File: src/rtl/keypad_lock_ctrl.sv
// keypad_lock_ctrl
//   Scans a ROWS x COLS keypad, debounces presses into one-cycle key strobes,
//   collects a CODE_LEN digit access code and drives grant / lockout outputs.
// Ports
//   clk            sole clock, rising edge
//   rst            synchronous active-low reset
//   en             scan / entry enable
//   row            active-high row sense for the currently driven column
//   col            one-hot column drive (0 while disabled)
//   key_valid      one-cycle debounced key strobe
//   key_code       row_idx*COLS+col_idx, valid with key_valid
//   led            thermometer count of digits entered
//   access_granted code matched, held GRANT_CYCLES cycles
//   locked         lockout active, held LOCK_CYCLES cycles
module keypad_lock_ctrl #(
  parameter int ROWS         = 4,
  parameter int COLS         = 4,
  parameter int CODE_LEN     = 4,
  parameter int KW           = $clog2(ROWS*COLS),
  parameter logic [CODE_LEN*KW-1:0] CODE = 16'h1234,
  parameter int CLR_KEY      = ROWS*COLS-1,
  parameter int DEBOUNCE     = 4,
  parameter int MAX_FAIL     = 3,
  parameter int GRANT_CYCLES = 500,
  parameter int LOCK_CYCLES  = 1000
) (
  input  logic                clk,
  input  logic                rst,
  input  logic                en,
  input  logic [ROWS-1:0]     row,
  output logic [COLS-1:0]     col,
  output logic                key_valid,
  output logic [KW-1:0]       key_code,
  output logic [CODE_LEN-1:0] led,
  output logic                access_granted,
  output logic                locked
);

  // state   | meaning
  // IDLE    | no digits held, waiting for the first key
  // ENTRY   | collecting digits
  // CHECK   | one-cycle compare of stored digits against CODE
  // GRANT   | access_granted held for GRANT_CYCLES
  // DENY    | one cycle after a mismatch below the fail limit
  // LOCKOUT | locked held for LOCK_CYCLES, keys ignored
  localparam logic [2:0] S_IDLE    = 3'd0;
  localparam logic [2:0] S_ENTRY   = 3'd1;
  localparam logic [2:0] S_CHECK   = 3'd2;
  localparam logic [2:0] S_GRANT   = 3'd3;
  localparam logic [2:0] S_DENY    = 3'd4;
  localparam logic [2:0] S_LOCKOUT = 3'd5;

  localparam logic [1:0] SC_SCAN    = 2'd0;
  localparam logic [1:0] SC_PRESS   = 2'd1;
  localparam logic [1:0] SC_RELEASE = 2'd2;

  localparam int DBW  = $clog2(DEBOUNCE+1);
  localparam int TMAX = (GRANT_CYCLES > LOCK_CYCLES) ? GRANT_CYCLES : LOCK_CYCLES;
  localparam int TW   = $clog2(TMAX+1);
  localparam int CW   = $clog2(CODE_LEN+1);
  localparam int FW   = $clog2(MAX_FAIL+1);

  logic [1:0]      sc_phase;
  logic [ROWS-1:0] row_q;
  logic [DBW-1:0]  db_cnt;
  logic [KW-1:0]   key_idx;
  logic            row_onehot;
  logic [COLS-1:0] col_rot;

  logic [2:0]      state;
  logic [CW-1:0]   count;
  logic [KW-1:0]   digits [CODE_LEN];
  logic [FW-1:0]   fail_cnt;
  logic [TW-1:0]   timer;
  logic            match;

  function automatic logic [CODE_LEN-1:0] therm(input logic [CW-1:0] n);
    logic [CODE_LEN-1:0] t;
    t = '0;
    for (int i = 0; i < CODE_LEN; i++) t[i] = (i < int'(n));
    return t;
  endfunction

  assign col_rot    = {col[COLS-2:0], col[COLS-1]};
  assign row_onehot = (row_q != '0) && ((row_q & (row_q - ROWS'(1))) == '0);

  always_comb begin
    int ri;
    int ci;
    ri = 0;
    ci = 0;
    for (int r = 0; r < ROWS; r++) if (row_q[r]) ri = r;
    for (int c = 0; c < COLS; c++) if (col[c]) ci = c;
    key_idx = KW'(ri*COLS + ci);
  end

  always_comb begin
    match = 1'b1;
    for (int i = 0; i < CODE_LEN; i++)
      if (digits[i] != CODE[i*KW +: KW]) match = 1'b0;
  end

  // Scanner: rotate until a row senses, freeze col while debouncing, then
  // require DEBOUNCE idle samples before rotating again.
  always_ff @(posedge clk) begin
    if (!rst) begin
      sc_phase  <= SC_SCAN;
      col       <= '0;
      row_q     <= '0;
      db_cnt    <= '0;
      key_valid <= 1'b0;
      key_code  <= '0;
    end else begin
      key_valid <= 1'b0;
      if (!en) begin
        sc_phase <= SC_SCAN;
        col      <= '0;
        row_q    <= '0;
        db_cnt   <= '0;
      end else begin
        case (sc_phase)
          SC_SCAN: begin
            if (col == '0) begin
              col <= COLS'(1);
            end else if (row != '0) begin
              row_q    <= row;
              db_cnt   <= DBW'(DEBOUNCE-1);
              sc_phase <= SC_PRESS;
            end else begin
              col <= col_rot;
            end
          end
          SC_PRESS: begin
            if (row == '0) begin
              sc_phase <= SC_SCAN;
            end else if (row != row_q) begin
              row_q  <= row;
              db_cnt <= DBW'(DEBOUNCE-1);
            end else if (db_cnt <= DBW'(1)) begin
              // the sample that detected the press counts as the first
              if (row_onehot) begin
                key_valid <= 1'b1;
                key_code  <= key_idx;
              end
              db_cnt   <= DBW'(DEBOUNCE);
              sc_phase <= SC_RELEASE;
            end else begin
              db_cnt <= db_cnt - DBW'(1);
            end
          end
          SC_RELEASE: begin
            if (row != '0) begin
              db_cnt <= DBW'(DEBOUNCE);
            end else if (db_cnt <= DBW'(1)) begin
              sc_phase <= SC_SCAN;
              col      <= col_rot;
            end else begin
              db_cnt <= db_cnt - DBW'(1);
            end
          end
          default: sc_phase <= SC_SCAN;
        endcase
      end
    end
  end

  always_ff @(posedge clk) begin
    if (!rst) begin
      state          <= S_IDLE;
      count          <= '0;
      led            <= '0;
      fail_cnt       <= '0;
      timer          <= '0;
      access_granted <= 1'b0;
      locked         <= 1'b0;
      for (int i = 0; i < CODE_LEN; i++) digits[i] <= '0;
    end else begin
      case (state)
        S_IDLE, S_ENTRY: begin
          if (!en) begin
            state <= S_IDLE;
            count <= '0;
            led   <= '0;
          end else if (key_valid) begin
            if (key_code == KW'(CLR_KEY)) begin
              state <= S_IDLE;
              count <= '0;
              led   <= '0;
            end else begin
              for (int i = 0; i < CODE_LEN; i++)
                if (count == CW'(i)) digits[i] <= key_code;
              count <= count + CW'(1);
              led   <= therm(count + CW'(1));
              state <= (count == CW'(CODE_LEN-1)) ? S_CHECK : S_ENTRY;
            end
          end
        end
        S_CHECK: begin
          if (match) begin
            state          <= S_GRANT;
            fail_cnt       <= '0;
            access_granted <= 1'b1;
            timer          <= TW'(GRANT_CYCLES-1);
          end else if (int'(fail_cnt) + 1 >= MAX_FAIL) begin
            state    <= S_LOCKOUT;
            fail_cnt <= FW'(MAX_FAIL);
            locked   <= 1'b1;
            timer    <= TW'(LOCK_CYCLES-1);
          end else begin
            state    <= S_DENY;
            fail_cnt <= fail_cnt + FW'(1);
          end
        end
        S_GRANT: begin
          if (timer == '0) begin
            state          <= S_IDLE;
            access_granted <= 1'b0;
            count          <= '0;
            led            <= '0;
          end else begin
            timer <= timer - TW'(1);
          end
        end
        S_DENY: begin
          state <= S_IDLE;
          count <= '0;
          led   <= '0;
        end
        S_LOCKOUT: begin
          if (timer == '0) begin
            state    <= S_IDLE;
            locked   <= 1'b0;
            fail_cnt <= '0;
            count    <= '0;
            led      <= '0;
          end else begin
            timer <= timer - TW'(1);
          end
        end
        default: state <= S_IDLE;
      endcase
    end
  end

endmodule

File: config.mk
export PLATFORM = sky130hd
export DESIGN_NAME = keypad_lock_ctrl
export DESIGN_NICKNAME = d
export VERILOG_FILES = /design/src/rtl/keypad_lock_ctrl.sv
export SDC_FILE = /design/constraint.sdc
export NUM_CORES = 1
export LEC_CHECK = 0
export CORE_ASPECT_RATIO = 1.2
export CORE_MARGIN = 2
export CORE_UTILIZATION = 40
export CTS_CLUSTER_DIAMETER = 50
export DETAILED_ROUTE_END_ITERATION = 10
export RECOVER_POWER = 25
export REMOVE_ABC_BUFFERS = 1
export SYNTH_ARGS = -nofsm -noshare
export SYNTH_HDL_FRONTEND = slang
export SYNTH_SLANG_ARGS = --single-unit
File: constraint.sdc
create_clock -name clk -period 2.7 [get_ports clk]
set_input_delay 0.675 -clock clk [delete_from_list [all_inputs] [get_ports clk]]
set_output_delay 0.675 -clock clk [all_outputs]
set_load 0.03 [all_outputs]
* Yosys cells after proc, flatten, opt, wreduce, memory -nomap -nowiden *
Memory sizes are Yosys's and may differ from the RTL's.
Cells that the tools add are included.

word-level totals
  bits in registers = 42
  RAM bits = 16
  bits of input ports = 7
  output and inout port bits = 15
  word-level logic and storage cells = 206
  memories kept = 1

memory list
  memory  depth  bits a word  read ports  clocked after memory_dff  write ports  RTL line  RTL
  digits  4      4            4           0                         4            72        logic [KW-1:0] digits [CODE_LEN];

cells by class
  add/sub/neg operators = 7
  magnitude comparators = 6
  equality and inequality tests = 35
  muxes and demuxes = 101
  bitwise operators = 11
  reductions and logical operators = 32

operators by type and width
  operator                                              count
  two-way mux 4 bit                                     18
  two-way mux 3 bit                                     14
  two-way mux 1 bit                                     41
  two-way mux 10 bit                                    3
  two-way mux 2 bit                                     14
  case mux 3 bit (3 select lines)                       3
  != test 2 bit (second input constant)                 12
  case mux 10 bit (2 select lines)                      1
  != test 3 bit (second input constant)                 6
  case mux 4 bit (2 select lines)                       2
  equality test 3 x 2 -> 1 bit (second input constant)  4
  zero test 4 bit                                       3
  case mux 4 bit (3 select lines)                       1
  AND reduction 6 bit                                   2
  zero test 10 bit                                      1
  AND reduction 5 bit                                   2
  nonzero test 2 bit                                    5
  subtractor 10 x 1 -> 10 bit (second input constant)   1
  AND reduction 3 bit                                   3
  != test 4 x 2 -> 1 bit (second input constant)        2
  AND reduction 4 bit                                   2
  nonzero test 4 bit                                    2
  equality test 3 x 1 -> 1 bit (second input constant)  2
  equality test 3 bit (second input constant)           2
  other kinds (30)                                      46

* Logic depth before layout (Yosys ltp) *
Gate-level depths: netlist (run 1).

  depth in word-level cells = 9
  depth in mapped cells = 8
  gate-level depth less buffers = 7

* Worst setup path before layout (run 1) *
OpenSTA, ideal clock, no wires.

  kind = input port to flip-flop
  start = input en
  end = memory digits[0][0] (netlist bit), enable pin
  arrival time = 1.985 ns
  data required time = 2.401 ns
  path slack = 0.416 ns
  stages = 5
  cells stage by stage = or3b_2 -> a41oi_1 -> and2_0 -> buf_2 -> a31o_2

RTL lines
  element      RTL line  RTL
  from (decl)  29        input logic en,
  to (decl)    72

==> results of run 1 <==
## worst min-delay path by stage
| stage | from | to | slack [ps] | cells past startpoint |
|---|---|---|---|---|
| after floorplan | fail_cnt[0]$_SDFFE_PN0P_ | fail_cnt[0]$_SDFFE_PN0P_ | 430 | 2 |
| after global placement | locked$_SDFFE_PN0P_ | locked$_SDFFE_PN0P_ | 440 | 2 |
| after detailed placement | fail_cnt[0]$_SDFFE_PN0P_ | fail_cnt[0]$_SDFFE_PN0P_ | 450 | 2 |
| after CTS | fail_cnt[0]$_SDFFE_PN0P_ | fail_cnt[0]$_SDFFE_PN0P_ | 450 | 2 |
| after global routing | led[1]$_SDFFE_PN0P_ | led[1]$_SDFFE_PN0P_ | 480 | 2 |
| final | locked$_SDFFE_PN0P_ | locked$_SDFFE_PN0P_ | 450 | 2 |
## routing by layer
layer  wire length (um)  track usage, %  vias up
li1                   -               -     1260
met1               2964           18.54     1145
met2               3155           28.85       40
met3                185           3.817        9
met5                  0               0        -
met4                144           7.940        0
## cells in the final DEF (no fill, tap or decap), types with 4 or more instances in the layout
cell / Yosys / final
dfxtp_1: 41 / 41
nor2_1: 37 / 37
nand2_1: 29 / 29
a21oi_1: 20 / 20
inv_1: 16 / 16
edfxtp_1: 16 / 16
dlygate4sd3_1: 0 / 15
buf_4: 1 / 15
mux2i_1: 14 / 14
o21ai_0: 13 / 13
ha_1: 13 / 13
clkbuf_8: 1 / 12
nand3_1: 8 / 8
xor2_1: 8 / 8
and2_1: 6 / 6
nor3_1: 6 / 6
nor4_1: 5 / 6
a211oi_1: 6 / 6
clkdlybuf4s50_1: 0 / 6
a22oi_1: 5 / 5
o21a_1: 4 / 4
nand4_1: 4 / 4
## state kept, by name, summed over array words and instances, names as in the netlist
register	flops
locked	1
db_cnt	3
col	4
key_valid	1
state	3
fail_cnt	2
access_granted	1
timer	10
sc_phase	2
count	2
key_code	4
digits	16
row_q	4
led	4
## per-stage QoR
stage | hold slack, ps | instances | setup TNS (ps) | total power, mW | area, um^2
floorplan | 431.9 | 312 | 0 | 1.075 | 2928
global placement | 437.8 | 439 | -100.8 | 1.154 | 3371
detailed placement | 446.8 | 439 | -120.4 | 1.156 | 3371
CTS | 453.4 | 455 | 0 | 1.956 | 3573
global route | 479.6 | 455 | 0 | 2.024 | 3563
finish | 448.9 | 455 | 0 | 1.931 | 3563
## logic make-up after synthesis
| family | synth area share, % |
|---|---|
| buf+inv | 5.569 |
| xor+xnor | 2.888 |
| mux | 4.620 |
| flops | 42.90 |
| fa+ha+maj | 5.363 |
| compound gates | 17.29 |
| simple gates | 21.37 |
## tightest hold or removal path: stages (launching register included)
cell,delay [ps]
dfxtp_1,300
inv_1,50
a21oi_1,50
## cell type report
type	count	area (um^2)
inverters	17	63.81
fillers	710	3754
multi-input cells	238	1556
flip-flops and latches	57	1301
clock buffers	15	197.7
repair buffers	37	326.6
well taps	90	112.6
clock inverters	1	5.005
## where the power goes
part | internal (mW) | switching (mW) | leakage (nW) | total, mW
Clock | 0.464 | 0.331 | 0.105 | 0.795
Sequential | 0.901 | 0.0215 | 0.492 | 0.923
Combinational | 0.0970 | 0.117 | 0.755 | 0.214
Total | 1.46 | 0.469 | 1.35 | 1.93
==> key figures, run 1 <==
Status
  – Status: finished, final reports clean

Logic synthesis
  – Synth warn: 0
  – Synth unique cells: 63
  – Most used DFF post-synth: dfxtp_1
  – Share of the synthesized area in the top cell type: 27.06%
  – Top-count cell post-synth: dfxtp_1
  – Cell type with the largest total area after synthesis: dfxtp_1
  – Post-synth EDFFs: 16
  – Cells after Synth: 325
  – Synth Area per Inst: 9.332 um^2
  – Number of synthesized register bits: 57
  – Post-synthesis sequential area ratio: 42.90%
  – Netlist Area Pre-Place: 0.003033 mm^2
  – Synth top cells by count: 41 x dfxtp_1, 37 x nor2_1, 29 x nand2_1
  – Async set or reset register ratio after synthesis: 0%
  – Largest cells by area after synthesis: dfxtp_1 27%, edfxtp_1 16%, ha_1 5.4%, mux2i_1 4.6%, nor2_1 4.6%

Route
  – DRC: 0
  – 1st-iter DRT viols: 156
  – Drt pass-1 iters: 4
  – Antenna viol nets, final: 0
  – Final WL: 6.449 mm
  – Wire length per cell: 14.17 um
  – Vias per inst: 5.393
  – Routed vias: 2,454

Timing
  – Tmin final: 2529 ps
  – RSZ-0062 raised after global routing: false
  – Final critical-path setup slack: 171.2 ps
  – Max Freq: 395.5 MHz
  – Final worst path period share: 93.66%
  – Final Skew: 9.996 ps
  – Fin. Hold Viols: 0
  – Final setup violation count: 0
  – Relative slew slack: 45.98%
  – Worst slew pin tran: 802.8 ps
  – Slew Viols, Final: 0

Setup path
  – Data required time at the worst endpoint: 2740 ps
  – Worst setup SP type: input port
  – Crit path depth: 6
  – Crit. Startpoint: en
  – Crit-path leading delay family: buffers and inverters
  – Critical-path top delay cell: clkdlybuf4s50_1
  – Setup crit end kind: flop
  – Worst Setup EP: digits[1][2]$_SDFFCE_PN0P_
  – Buf/Inv on CP: 2
  – Reg2reg path depth: 7
  – Critical Path, Cell by Cell: clkdlybuf4s50_1, or3b_2, a41oi_1, and2_0, clkbuf_1, a31o_2
  – Internal reg-to-reg setup slack: 370 ps
  – FF-to-FF Start: timer[0]$_SDFFE_PN0P_
  – Setup CP Type: in2reg
  – Critical path peak fanout: 9
  – CP Data Arrival Time: 2570 ps
  – Max incr delay on CP: 490 ps
  – Worst reg2reg path endpoint: timer[2]$_SDFFE_PN0P_

Power and ir drop
  – Leak pwr: 1.353 nW
  – Worst vdd ir: 0.2718 mV
  – Power Dens Cells: 542.0 mW/mm^2

Floorplanning
  – Core Rows: 34
  – I/O pin cnt: 22
  – Initial Util: 41.45%
  – Die Wd: 83.49 um
  – Core Region: 0.007317 mm^2
  – Die Y: 99.39 um
  – Die ar.: 0.008298 mm^2

CTS
  – Hold_buf cts: 0
  – Root Buffer: clkbuf_8
  – TritonCTS Buffers: 9
  – Post-CTS Setup Bufs: 0
  – Clk Latency, worst-skew pair: 330 ps
  – H-tree depth: 3
  – CTS max path bufs: 2
  – Reg clk slew, reported paths: 60 ps
  – CTS tree: done
  – CTS Sinks: 57
  – PostCTS Resize Cnt: 0

Global routing
  – Largest net degree at the start of global routing: 22
  – Initial antenna violation count: 0
  – First-pass GRT wire length: 10.85 mm
  – Vias in the first global route: 2,379
  – Overall routing resource usage: 16.31%
  – Overflow after GRT: 0

Placed design
  – Final Wtd Congestion: 0.8345
  – Buffers on Ports: 21
  – Final HPWL DP: 4.714 mm
  – Place WS: -62.45 ps

Finish
  – Final core utilization: 48.70%
  – Layout cell share with drive strength beyond 1: 11.78%
  – Area growth from synthesis to layout: 17.49%
  – Nets: 380
  – N_diodes: 0

Min path
  – Min-Delay Path Class: reg2reg

Run
  – Maxcap violations: 0
(Power assumes the default switching activity.)
==> run 2, diff against run 1 <==
--- a/config.mk
+++ b/config.mk
@@ -5,10 +5,12 @@
 export SDC_FILE = /design/constraint.sdc
 export NUM_CORES = 1
 export LEC_CHECK = 0
+export ABC_AREA = 0
 export CORE_ASPECT_RATIO = 1.2
 export CORE_MARGIN = 2
 export CORE_UTILIZATION = 40
 export CTS_CLUSTER_DIAMETER = 50
+export CTS_CLUSTER_SIZE = 25
 export DETAILED_ROUTE_END_ITERATION = 10
 export RECOVER_POWER = 25
 export REMOVE_ABC_BUFFERS = 1
==> results of run 2 <==
The final DEF is identical to that of run 1; final timing and power are the same.
